<file path="config.mk">
export PLATFORM = sky130hd
export DESIGN_NAME = spi_cmd_framer
export DESIGN_NICKNAME = d
export VERILOG_FILES = /design/src/rtl/spi_cmd_framer.sv
export SDC_FILE = /design/constraint.sdc
export NUM_CORES = 1
export LEC_CHECK = 0
export ABC_AREA = 1
export BUFFER_PORTS_ARGS = -buffer_cell sky130_fd_sc_hd__buf_2
export CAP_MARGIN = 10
export CELL_PAD_IN_SITES_DETAIL_PLACEMENT = 2
export CELL_PAD_IN_SITES_GLOBAL_PLACEMENT = 2
export CORE_MARGIN = 1
export CORE_UTILIZATION = 33
export DETAILED_ROUTE_END_ITERATION = 12
export GPL_TIMING_DRIVEN = 0
export PLACE_DENSITY = 0.76
export SYNTH_ARGS = -nofsm -noshare
export SYNTH_HDL_FRONTEND = slang
export SYNTH_SLANG_ARGS = --single-unit
</file>
<file path="constraint.sdc">
create_clock -name CLK -period 21.7 [get_ports CLK]
set_input_delay 0 -clock CLK [delete_from_list [all_inputs] [get_ports CLK]]
set_output_delay 0 -clock CLK [all_outputs]
set_load 0.01 [all_outputs]
</file>
<file path="src/rtl/spi_cmd_framer.sv">
// Assembles one real-time command frame from the MCU byte stream, validates it,
// and commits all fields in parallel with a one-cycle SPI_WR strobe.
module spi_cmd_framer #(
  parameter int unsigned TIMEOUT_CLK = 4800,
  parameter logic [7:0]  HDR_BYTE    = 8'hA5,
  parameter logic [7:0]  OPC_WRITE   = 8'h01
) (
  input  logic        CLK,
  input  logic        RESET,
  input  logic [7:0]  RX_DATA,
  input  logic        RX_VALID,
  output logic [47:0] FREQ,
  output logic [47:0] FREQ_STEP,
  output logic [31:0] FREQ_RATE,
  output logic [63:0] TIME_START,
  output logic [15:0] N_impulse,
  output logic [1:0]  TYPE_impulse,
  output logic [31:0] Interval_Ti,
  output logic [31:0] Interval_Tp,
  output logic [31:0] Tblank1,
  output logic [31:0] Tblank2,
  output logic        SPI_WR,
  output logic        CMD_ERR,
  output logic [7:0]  ERR_CNT,
  output logic        BUSY
);

  localparam int unsigned TW        = $clog2(TIMEOUT_CLK + 1);
  localparam int unsigned PAY_BYTES = 43;
  localparam int unsigned SH_W      = PAY_BYTES * 8;

  typedef enum logic [2:0] {S_HDR, S_OPC, S_PAY, S_CSUM, S_COMMIT} state_t;

  state_t            state_q, state_d;
  logic [5:0]        idx_q, idx_d;
  logic [7:0]        acc_q, acc_d;
  logic [TW-1:0]     tmo_q, tmo_d;
  logic [SH_W-1:0]   shadow_q, shadow_d;
  logic [47:0]       freq_q, freq_d, step_q, step_d;
  logic [31:0]       rate_q, rate_d;
  logic [63:0]       tstart_q, tstart_d;
  logic [15:0]       nimp_q, nimp_d;
  logic [1:0]        typ_q, typ_d;
  logic [31:0]       ti_q, ti_d, tp_q, tp_d, tb1_q, tb1_d, tb2_q, tb2_d;
  logic              spi_wr_q, spi_wr_d, cmd_err_q, cmd_err_d, busy_q, busy_d;
  logic [7:0]        err_cnt_q, err_cnt_d;
  logic              reject_c;

  // Next-state and output computation
  always_comb begin
    state_d   = state_q;
    idx_d     = idx_q;
    acc_d     = acc_q;
    tmo_d     = '0;
    shadow_d  = shadow_q;
    freq_d    = freq_q;
    step_d    = step_q;
    rate_d    = rate_q;
    tstart_d  = tstart_q;
    nimp_d    = nimp_q;
    typ_d     = typ_q;
    ti_d      = ti_q;
    tp_d      = tp_q;
    tb1_d     = tb1_q;
    tb2_d     = tb2_q;
    spi_wr_d  = 1'b0;
    cmd_err_d = 1'b0;
    err_cnt_d = err_cnt_q;
    reject_c  = 1'b0;

    // Inter-byte timeout; a byte arriving on the expiry cycle takes priority
    if (state_q == S_OPC || state_q == S_PAY || state_q == S_CSUM) begin
      if (RX_VALID)                             tmo_d = '0;
      else if (tmo_q == TW'(TIMEOUT_CLK - 1))   reject_c = 1'b1;
      else                                      tmo_d = tmo_q + TW'(1);
    end

    case (state_q)
      S_HDR: begin
        if (RX_VALID && RX_DATA == HDR_BYTE) state_d = S_OPC;
      end
      S_OPC: begin
        if (RX_VALID) begin
          if (RX_DATA == OPC_WRITE) begin
            state_d = S_PAY;
            acc_d   = RX_DATA;
            idx_d   = '0;
          end else begin
            reject_c = 1'b1;
          end
        end
      end
      S_PAY: begin
        if (RX_VALID) begin
          shadow_d = {shadow_q[SH_W-9:0], RX_DATA};
          acc_d    = acc_q + RX_DATA;
          idx_d    = idx_q + 6'd1;
          if (idx_q == 6'(PAY_BYTES - 1)) state_d = S_CSUM;
        end
      end
      S_CSUM: begin
        if (RX_VALID) begin
          if (RX_DATA == acc_q) state_d = S_COMMIT;
          else                  reject_c = 1'b1;
        end
      end
      S_COMMIT: begin
        spi_wr_d = 1'b1;
        freq_d   = shadow_q[343:296];
        step_d   = shadow_q[295:248];
        rate_d   = shadow_q[247:216];
        tstart_d = shadow_q[215:152];
        nimp_d   = shadow_q[151:136];
        typ_d    = shadow_q[129:128];
        ti_d     = shadow_q[127:96];
        tp_d     = shadow_q[95:64];
        tb1_d    = shadow_q[63:32];
        tb2_d    = shadow_q[31:0];
        // The commit cycle doubles as a header-hunt cycle
        state_d  = (RX_VALID && RX_DATA == HDR_BYTE) ? S_OPC : S_HDR;
      end
      default: state_d = S_HDR;
    endcase

    if (reject_c) begin
      state_d   = S_HDR;
      tmo_d     = '0;
      cmd_err_d = 1'b1;
      if (err_cnt_q != 8'hFF) err_cnt_d = err_cnt_q + 8'd1;
    end

    busy_d = (state_d != S_HDR);
  end

  always_ff @(posedge CLK or posedge RESET) begin
    if (RESET) begin
      state_q   <= S_HDR;
      idx_q     <= '0;
      acc_q     <= '0;
      tmo_q     <= '0;
      shadow_q  <= '0;
      freq_q    <= '0;
      step_q    <= '0;
      rate_q    <= '0;
      tstart_q  <= '0;
      nimp_q    <= '0;
      typ_q     <= '0;
      ti_q      <= '0;
      tp_q      <= '0;
      tb1_q     <= '0;
      tb2_q     <= '0;
      spi_wr_q  <= 1'b0;
      cmd_err_q <= 1'b0;
      err_cnt_q <= '0;
      busy_q    <= 1'b0;
    end else begin
      state_q   <= state_d;
      idx_q     <= idx_d;
      acc_q     <= acc_d;
      tmo_q     <= tmo_d;
      shadow_q  <= shadow_d;
      freq_q    <= freq_d;
      step_q    <= step_d;
      rate_q    <= rate_d;
      tstart_q  <= tstart_d;
      nimp_q    <= nimp_d;
      typ_q     <= typ_d;
      ti_q      <= ti_d;
      tp_q      <= tp_d;
      tb1_q     <= tb1_d;
      tb2_q     <= tb2_d;
      spi_wr_q  <= spi_wr_d;
      cmd_err_q <= cmd_err_d;
      err_cnt_q <= err_cnt_d;
      busy_q    <= busy_d;
    end
  end

  assign FREQ         = freq_q;
  assign FREQ_STEP    = step_q;
  assign FREQ_RATE    = rate_q;
  assign TIME_START   = tstart_q;
  assign N_impulse    = nimp_q;
  assign TYPE_impulse = typ_q;
  assign Interval_Ti  = ti_q;
  assign Interval_Tp  = tp_q;
  assign Tblank1      = tb1_q;
  assign Tblank2      = tb2_q;
  assign SPI_WR       = spi_wr_q;
  assign CMD_ERR      = cmd_err_q;
  assign ERR_CNT      = err_cnt_q;
  assign BUSY         = busy_q;

endmodule

</file>
Word-level counts from Yosys, hierarchy flattened
Index checks and enable logic that the tools add are counted.
Widths: inputs -> output; s select.
- latch bits: 0
- register bits: 723
- output and inout bits: 349
- bits in writable memories: 0
- ROM bits: 0
- memories kept: 0
- shift operators: 0
- mux-type cells: 32
- add/subtract/negate cells: 4
- multiply operators: 0
- bitwise logic cells: 0
- magnitude comparators: 0
- equal/unequal tests: 13
- reductions and logical operators: 9
- divide/modulo/power cells: 0
- operator list (cell ; count):
    $mux 13 ; 4
    $mux 3 ; 8
    $mux 8 ; 3
    $mux 6 ; 3
    $pmux 8 s2 ; 1
    $pmux 3 s5 ; 1
    $add 13x1->13 const B ; 1
    $eq 13x13->1 const B ; 1
    $pmux 6 s2 ; 1
    $mux 1 ; 10
    $add 8x1->8 const B ; 1
    $add 8x8->8 ; 1
    $eq 8x1->1 const B ; 1
    $eq 8x8->1 ; 1
    $eq 8x8->1 const B ; 1
    $ne 8x8->1 const B ; 1
    $add 6x1->6 const B ; 1
    $eq 3x2->1 const B ; 2
    $eq 6x6->1 const B ; 1
    $ne 2x2->1 const B ; 2
    $reduce_and 2->1 ; 2
    $reduce_and 4->1 ; 1
    $eq 3x1->1 const B ; 1
    $eq 3x3->1 const B ; 1
    other kinds (7) ; 8

Logic depth before layout (Yosys ltp)
Gate-level depths: netlist (run 1).
- depth after elaboration: 9
- gate-level depth with buffers: 11
- gate-level depth less buffers: 11

Worst setup path before layout (run 1)
OpenSTA, ideal clock, no wires.
- path type: register to register
- start point: reg acc_q[5]
- end point: reg err_cnt_q[2] (netlist: ERR_CNT[2])
- path buffers: 0
- stages on the path, launching flop included: 11
- data arrival time: 1516 ps
- required time: 21634 ps
- path slack: 20118 ps
- path through: dfrtp_1 ha_1 nor2_1 nand2_1 nor2_1 nand2_1 nand2_1 nand3_4 nand2_4 nand2_1 nand2_1
- cells in the longest elaborated chain, start to end: 5
- RTL lines (element ; line ; RTL):
    from (decl) ; 36 ; logic [7:0] acc_q, acc_d;
    from (signal assigned) ; 139 ; acc_q <= '0;
    from (signal assigned) ; 159 ; acc_q <= acc_d;
    $eq 8x8->1 ; 103 ; if (RX_DATA == acc_q) state_d = S_COMMIT;
    $mux 1 ; 103 ;
    $mux 1 ; 102 ; if (RX_VALID) begin
    $pmux 1 s2 ; 78 ; case (state_q)
    $reduce_and 2->1 (no line) ; -- ;
    to (signal assigned) ; 174 ; err_cnt_q <= err_cnt_d;
    to (decl) ; 46 ; logic [7:0] err_cnt_q, err_cnt_d;
Every way passes these cells.
A chain may end at the register's enable or synchronous reset.

==> run_results.csv, run 1 <==
group,metric,value,unit
synth,postSynthNetCount,2888,
power,seq_power_share,0.474,
setup_path,cp_max_fo,128,
route,drt-initial-drc-count,1029,
cells_and_area,stdcell_count,4470,
cts,clk_pin_slew_worst_paths,0.06,ns
route,drc,0,
setup_path,cp_slowest_cell,"dlygate4sd3_1",
setup_path,cp-end-kind,"async pin",
power,swShare,0.233,
floorplanning,coreArea,83600,sq um
power,comb_power_share,0.037,
floorplanning,die_h,292,microns
worst_hold_path,hp-class,"input port to flop",
setup_path,arrival,3.28,ns
route,drtPass1Iterations,5,
timing,setup_viol,0,
synth,synth_top_cell_by_area,"dfrtp_1",
cells_and_area,area_growth,22.5,%
floorplanning,fp-row-count,106,
floorplanning,initial_core_util,0.333,
timing,drv_slew,0,
grt,grt_max_degree,132,
grt,grt_pass1_wl,146,mm
cts,cts_tree,"done",
power,p_switching,0.694,mW
floorplanning,die_area,85400,sq um
timing,skew,0.0320,ns
setup_path,critPathBufInv,7,
place,gp_congestion,0.832,
cts,cts_root_buf,"clkbuf_16",
setup_path,critPathMaxStageDelay,0.62,ns
place,portBuffers,358,
route,ant_nets,0,
grt,grt_use_total,0.219,
outcome,status,"finished clean",
cts,ctsResizeCount,0,
route,wl_per_cell,20.6,microns
synth,ys.flop_type,"dfrtp_1",
cts,cts_buffers,82,
timing,worstMarginPinSlew,0.733,ns
power,p_leak,17.4,nW
synth,seq_area_frac_synth,0.651,
synth,synth_area_per_cell,9.71,sq um
run,drv_cap,0,
setup_path,crit_top_cell,"buf_16",
cts,htreeDepth,3,
grt,antenna_found_initial,1,
cts,clk_latency,0.63,ns
timing,fmax,0.382,GHz
floorplanning,pin_count,360,
power,total_power,2.97,mW
grt,overflow,0,
timing,hold_violations,0,
synth,synth_top_cell_area_share,0.651,
route,avgViaCountPerCell,4.82,
cts,clock_sinks,723,
synth,synth_area_leaders,"dfrtp_1, nand2_1, o21ai_0",
power,internal_power,2.28,mW
route,drt_wl_total,92.2,mm
power,power_frac_clock,0.488,
timing,slew_headroom,0.511,
setup_path,critPathRequiredTime,22.37,ns
timing,finalCriticalPeriod,2.62,ns
timing,rsz0062_at_grt,"false",
floorplanning,die_width,292,microns
cells_and_area,drive_gt1_frac,0.194,
synth,synth_edf_count,0,
cells_and_area,fillCellCount,9087,
setup_path,critPathKind,"input port to async pin",
cells_and_area,finalNetCount,3347,
setup_path,cp_top_family,"buffers and inverters",
cts,ctsLongestPathBuffers,3,
place,placedCellCount,4309,
place,dp_hpwl,66.2,mm
grt,first_global_vias,24755,
synth,synthCells,2865,
synth,ys_types,34,
cells_and_area,final_common_cell,"nand2_1",
timing,post-route-period-util,0.121,
setup_path,critical_path.cell_chain,"dlygate4sd3_1 > buf_2 > dlygate4sd3_1 > inv_8 > buf_16 > buf_16 > buf_16",
setup_path,start_kind,"input port",
power,pwr_density_cell,87.3,nW/um^2
power,ir_worst_vdd,0.0000559,V
synth,yosysWarnings,0,
route,vias,21536,
synth,async_reset_ff_frac,1.00,
synth,syn_area,27800,sq um
cells_and_area,final_cell_mix,"nand2_1, dfrtp_1, buf_2",
synth,ys_seq_elements,723,
worst paths after layout:
kind,from,to,slack [ns],cells after the start
setup / recovery,RESET,shadow_q[145],19.08,7
hold / removal,RX_DATA[6],shadow_q[6],0.21,4
setup reg to reg,state_q[1],Tblank2[0],19.36,7
hold reg to reg,tmo_q[0],tmo_q[0],0.47,1
max in group CLK,state_q[1],Tblank2[0],19.36,7
min in group asynchronous,RESET,FREQ_STEP[27],0.59,4
layer usage:
metal / global-route usage / routed length [microns]
met1: 0.264 / 37900
met2: 0.385 / 46700
met3: 0.0468 / 4540
met4: 0.0765 / 3010
met5: 0 / 0
worst register-to-register path, cell delays in order (launching register included):
cell and delay [ns]:
dfrtp_1 0.41, inv_1 0.09, nand2_2 0.09, nor2_2 0.07
inv_2 0.31, buf_2 0.51, clkbuf_2 0.55, o21ai_0 0.17
final cells by class:
class                   instances  area (sq um)  area share
multi-input cells            1607          7270       0.213
diodes                          1          2.50   0.0000734
flip-flops and latches        723         18100       0.531
plain buffers                 153          1020      0.0299
inverters                     382          1440      0.0423
repair buffers                375          2070      0.0607
well taps                    1080          1350      0.0397
clock buffers                 114          2360      0.0693
clock inverters                35           478      0.0140
sequential cells by signal (all words and copies together) (netlist names):
name,count
N_impulse,16
FREQ_STEP,48
tmo_q,13
BUSY,1
Tblank2,32
CMD_ERR,1
acc_q,8
shadow_q,344
TIME_START,64
TYPE_impulse,2
Interval_Tp,32
ERR_CNT,8
FREQ,48
Tblank1,32
idx_q,6
state_q,3
Interval_Ti,32
SPI_WR,1
FREQ_RATE,32
logic make-up after synthesis:
logic type / count (synthesis) / share of synthesized area
AO/OA/AOI/OAI: 702 / 0.127
AND/OR/NAND/NOR: 874 / 0.123
flip-flops: 723 / 0.651
XOR/XNOR: 19 / 0.00598
buffers and inverters: 535 / 0.0882
adder cells (fa/ha/maj): 12 / 0.00567
power groups by stage:
stage	Clock [mW]	Combinational [mW]	Sequential (mW)
finish	1.45	0.111	1.41
global route	1.54	0.128	1.41
CTS	1.49	0.115	1.41
detailed placement	0	0.112	1.43
global placement	0	0.101	1.44
floorplan	0	0.0719	1.43
cell usage after synthesis (2+ instances only):
| cell | number |
|---|---|
| inv_2 | 6 |
| nor2_1 | 46 |
| nor3b_1 | 2 |
| nand3_4 | 2 |
| a31oi_1 | 2 |
| a21oi_1 | 9 |
| nand3_1 | 32 |
| o21ai_1 | 306 |
| clkbuf_1 | 11 |
| xor2_1 | 11 |
| inv_1 | 375 |
| dfrtp_1 | 723 |
| o21ai_0 | 382 |
| xnor2_1 | 8 |
| ha_1 | 11 |
| nand2_2 | 2 |
| clkbuf_2 | 31 |
| nand4_1 | 7 |
| buf_2 | 57 |
| nand3b_1 | 3 |
| nor3_1 | 5 |
| nand2_1 | 770 |
| buf_6 | 35 |
| buf_4 | 19 |
through the flow:
stage                TNS, ns  hold slack (ns)   util  instance area (sq um)  setup slack (ns)
floorplan                  0            0.121      -                  27800              1.42
global placement    -4237.47            0.302  0.370                  31000             -5.96
detailed placement         0           0.0838  0.373                  31100             19.25
CTS                        0            0.181  0.408                  34100             18.99
global route               0            0.236  0.408                  34100             18.74
finish                     0            0.214  0.408                  34100             19.08
repair_timing:
action / CTS / global route
hold endpoints to repair: 299 / 0
setup buffers: 0 / 0
endpoints found under the setup margin: 0 / 0
hold buffers: 11 / 0
Note: power is estimated with default switching activity, not from simulation.
==> inputs of run 2 (changes only) <==
clock period = 2.4 ns   (was 21.7 ns; I/O delays follow)
==> run_results.csv, run 2 (synthesized netlist as in run 1, its figures left out) <==
group,metric,value,unit
setup_path,startpoint,"state_q[1]",
cts,cts_tree,"done",
cts,postCtsSetupBuffers,0,
setup_path,cp_max_fo,10,
setup_path,timing.rr.start,"state_q[1]",
cells_and_area,area_growth,23.0,%
timing,skew,0.0189,ns
grt,grt_pass1_wl,149,mm
grt,antenna_found_initial,2,
grt,grt_max_degree,47,
power,swShare,0.238,
route,wl_per_cell,21.0,microns
route,drt-initial-drc-count,828,
timing,worstMarginPinSlew,0.505,ns
run,drv_cap,0,
route,avgViaCountPerCell,4.83,
cts,clk_pin_slew_worst_paths,0.06,ns
cells_and_area,finalNetCount,3361,
cts,ctsLongestPathBuffers,3,
cells_and_area,final_core_util,0.409,
place,gp_congestion,0.847,
cells_and_area,final_cell_mix,"nand2_1, dfrtp_1, buf_2",
floorplanning,pin_count,360,
power,ir_worst_vdd,0.000551,V
power,p_switching,6.32,mW
place,portBuffers,358,
setup_path,r2r_slack,0.17,ns
place,dp_slack,-0.242,ns
power,power_frac_clock,0.480,
timing,drv_slew,0,
cells_and_area,largest-register,"shadow_q",
setup_path,cp-end-kind,"flop",
worst_hold_path,hp-class,"input port to async pin",
setup_path,critPathKind,"flop to flop",
grt,use_met1,0.270,
route,drtPass1Iterations,4,
cts,clock_sinks,723,
floorplanning,die_width,292,microns
power,seq_power_share,0.480,
grt,grt.busiest_layer,"met2",
timing,rsz0062_at_grt,"false",
timing,setup_tns,0,ns
route,ant_nets,0,
floorplanning,coreArea,83600,sq um
floorplanning,fp-row-count,106,
cts,clk_latency,0.62,ns
cts,cts_root_buf,"clkbuf_16",
timing,worst_slack,0.167,ns
power,comb_power_share,0.040,
grt,use_met2,0.400,
power,p_leak,17.5,nW
route,vias,21683,
power,pwr_density_cell,778,nW/um^2
timing,fmax,0.448,GHz
grt,grt_use_total,0.223,
place,place_area,31300,sq um
cells_and_area,multi_input_area,7270,sq um
timing,whs,0.148,ns
cells_and_area,drive_gt1_frac,0.198,
floorplanning,die_area,85400,sq um
setup_path,start_kind,"flop",
grt,overflow,0,
cells_and_area,final_common_cell,"nand2_1",
cells_and_area,ff_latch_area,18100,sq um
timing,setup_viol,0,
cells_and_area,fin_area,34200,sq um
floorplanning,die_h,292,microns
timing,finalCriticalPeriod,2.23,ns
grt,first_global_vias,25179,
timing,post-route-period-util,0.930,
setup_path,critPathRequiredTime,2.87,ns
cts,cts_buffers,83,
power,internal_power,20.3,mW
route,drt_wl_total,94.2,mm
grt,gr-usage-met3,0.0414,
outcome,status,"finished clean",
cells_and_area,largest_register_ffs,344,
timing,hold_violations,0,
route,drc,0,
setup_path,arrival,2.71,ns
floorplanning,initial_core_util,0.333,
cts,htreeDepth,3,
place,dp_hpwl,68.4,mm
cells_and_area,fillCellCount,8956,
timing,slew_headroom,0.663,
[run 2: worst paths after layout]
path | endpoint | cells past startpoint
max | TIME_START[63] | 7
min | FREQ_STEP[33] | 4
max reg2reg | TIME_START[63] | 7
min reg2reg | tmo_q[0] | 1
max in group asynchronous | TIME_START[9] | 10
min in group CLK | shadow_q[6] | 4
[run 2: power by group through the flow]
stage               clock network [mW]  logic [mW]  registers (mW)
floorplan                            0       0.651            12.9
global placement                     0       0.919            13.0
detailed placement                   0        1.07            13.0
CTS                               13.1        1.10            12.8
global route                      13.5        1.22            12.8
finish                            12.8        1.06            12.8
[run 2: layout make-up]
| cell class | count | area share |
|---|---|---|
| Multi-Input combinational cell | 1607 | 0.212 |
| Buffer | 153 | 0.0299 |
| Sequential cell | 723 | 0.529 |
| Antenna cell | 2 | 0.000146 |
| Tap cell | 1080 | 0.0395 |
| Timing Repair Buffer | 388 | 0.0670 |
| Clock buffer | 112 | 0.0684 |
| Clock inverter | 42 | 0.0115 |
| Inverter | 382 | 0.0420 |
[run 2: worst max-delay path: stages (launching register included)]
cell,delay (ns)
dfrtp_1,0.41
inv_1,0.09
nand2_2,0.10
nor2_2,0.07
inv_2,0.30
buf_2,0.50
clkbuf_4,0.45
o21ai_0,0.14
[run 2: per-stage QoR]
stage	power [mW]	std cells
2_1_floorplan	13.6	2865
3_3_place_gp	13.9	4303
3_5_place_dp	14.0	4322
4_1_cts	27.0	4487
5_1_grt	27.5	4487
6_report	26.6	4489
[run 2: per-layer routing]
layer	routed length, microns	share of wire	up-vias
met4	2500	0.027	0
met5	0	0	-
li1	-	-	9977
met2	48500	0.52	388
met3	4340	0.046	129
met1	38900	0.41	11189
[run 2: timing repair]
item,CTS,global route
gates resized for setup,1,0
hold endpoints to repair,57,0
hold buffers,11,0
setup endpoints to repair,10,0
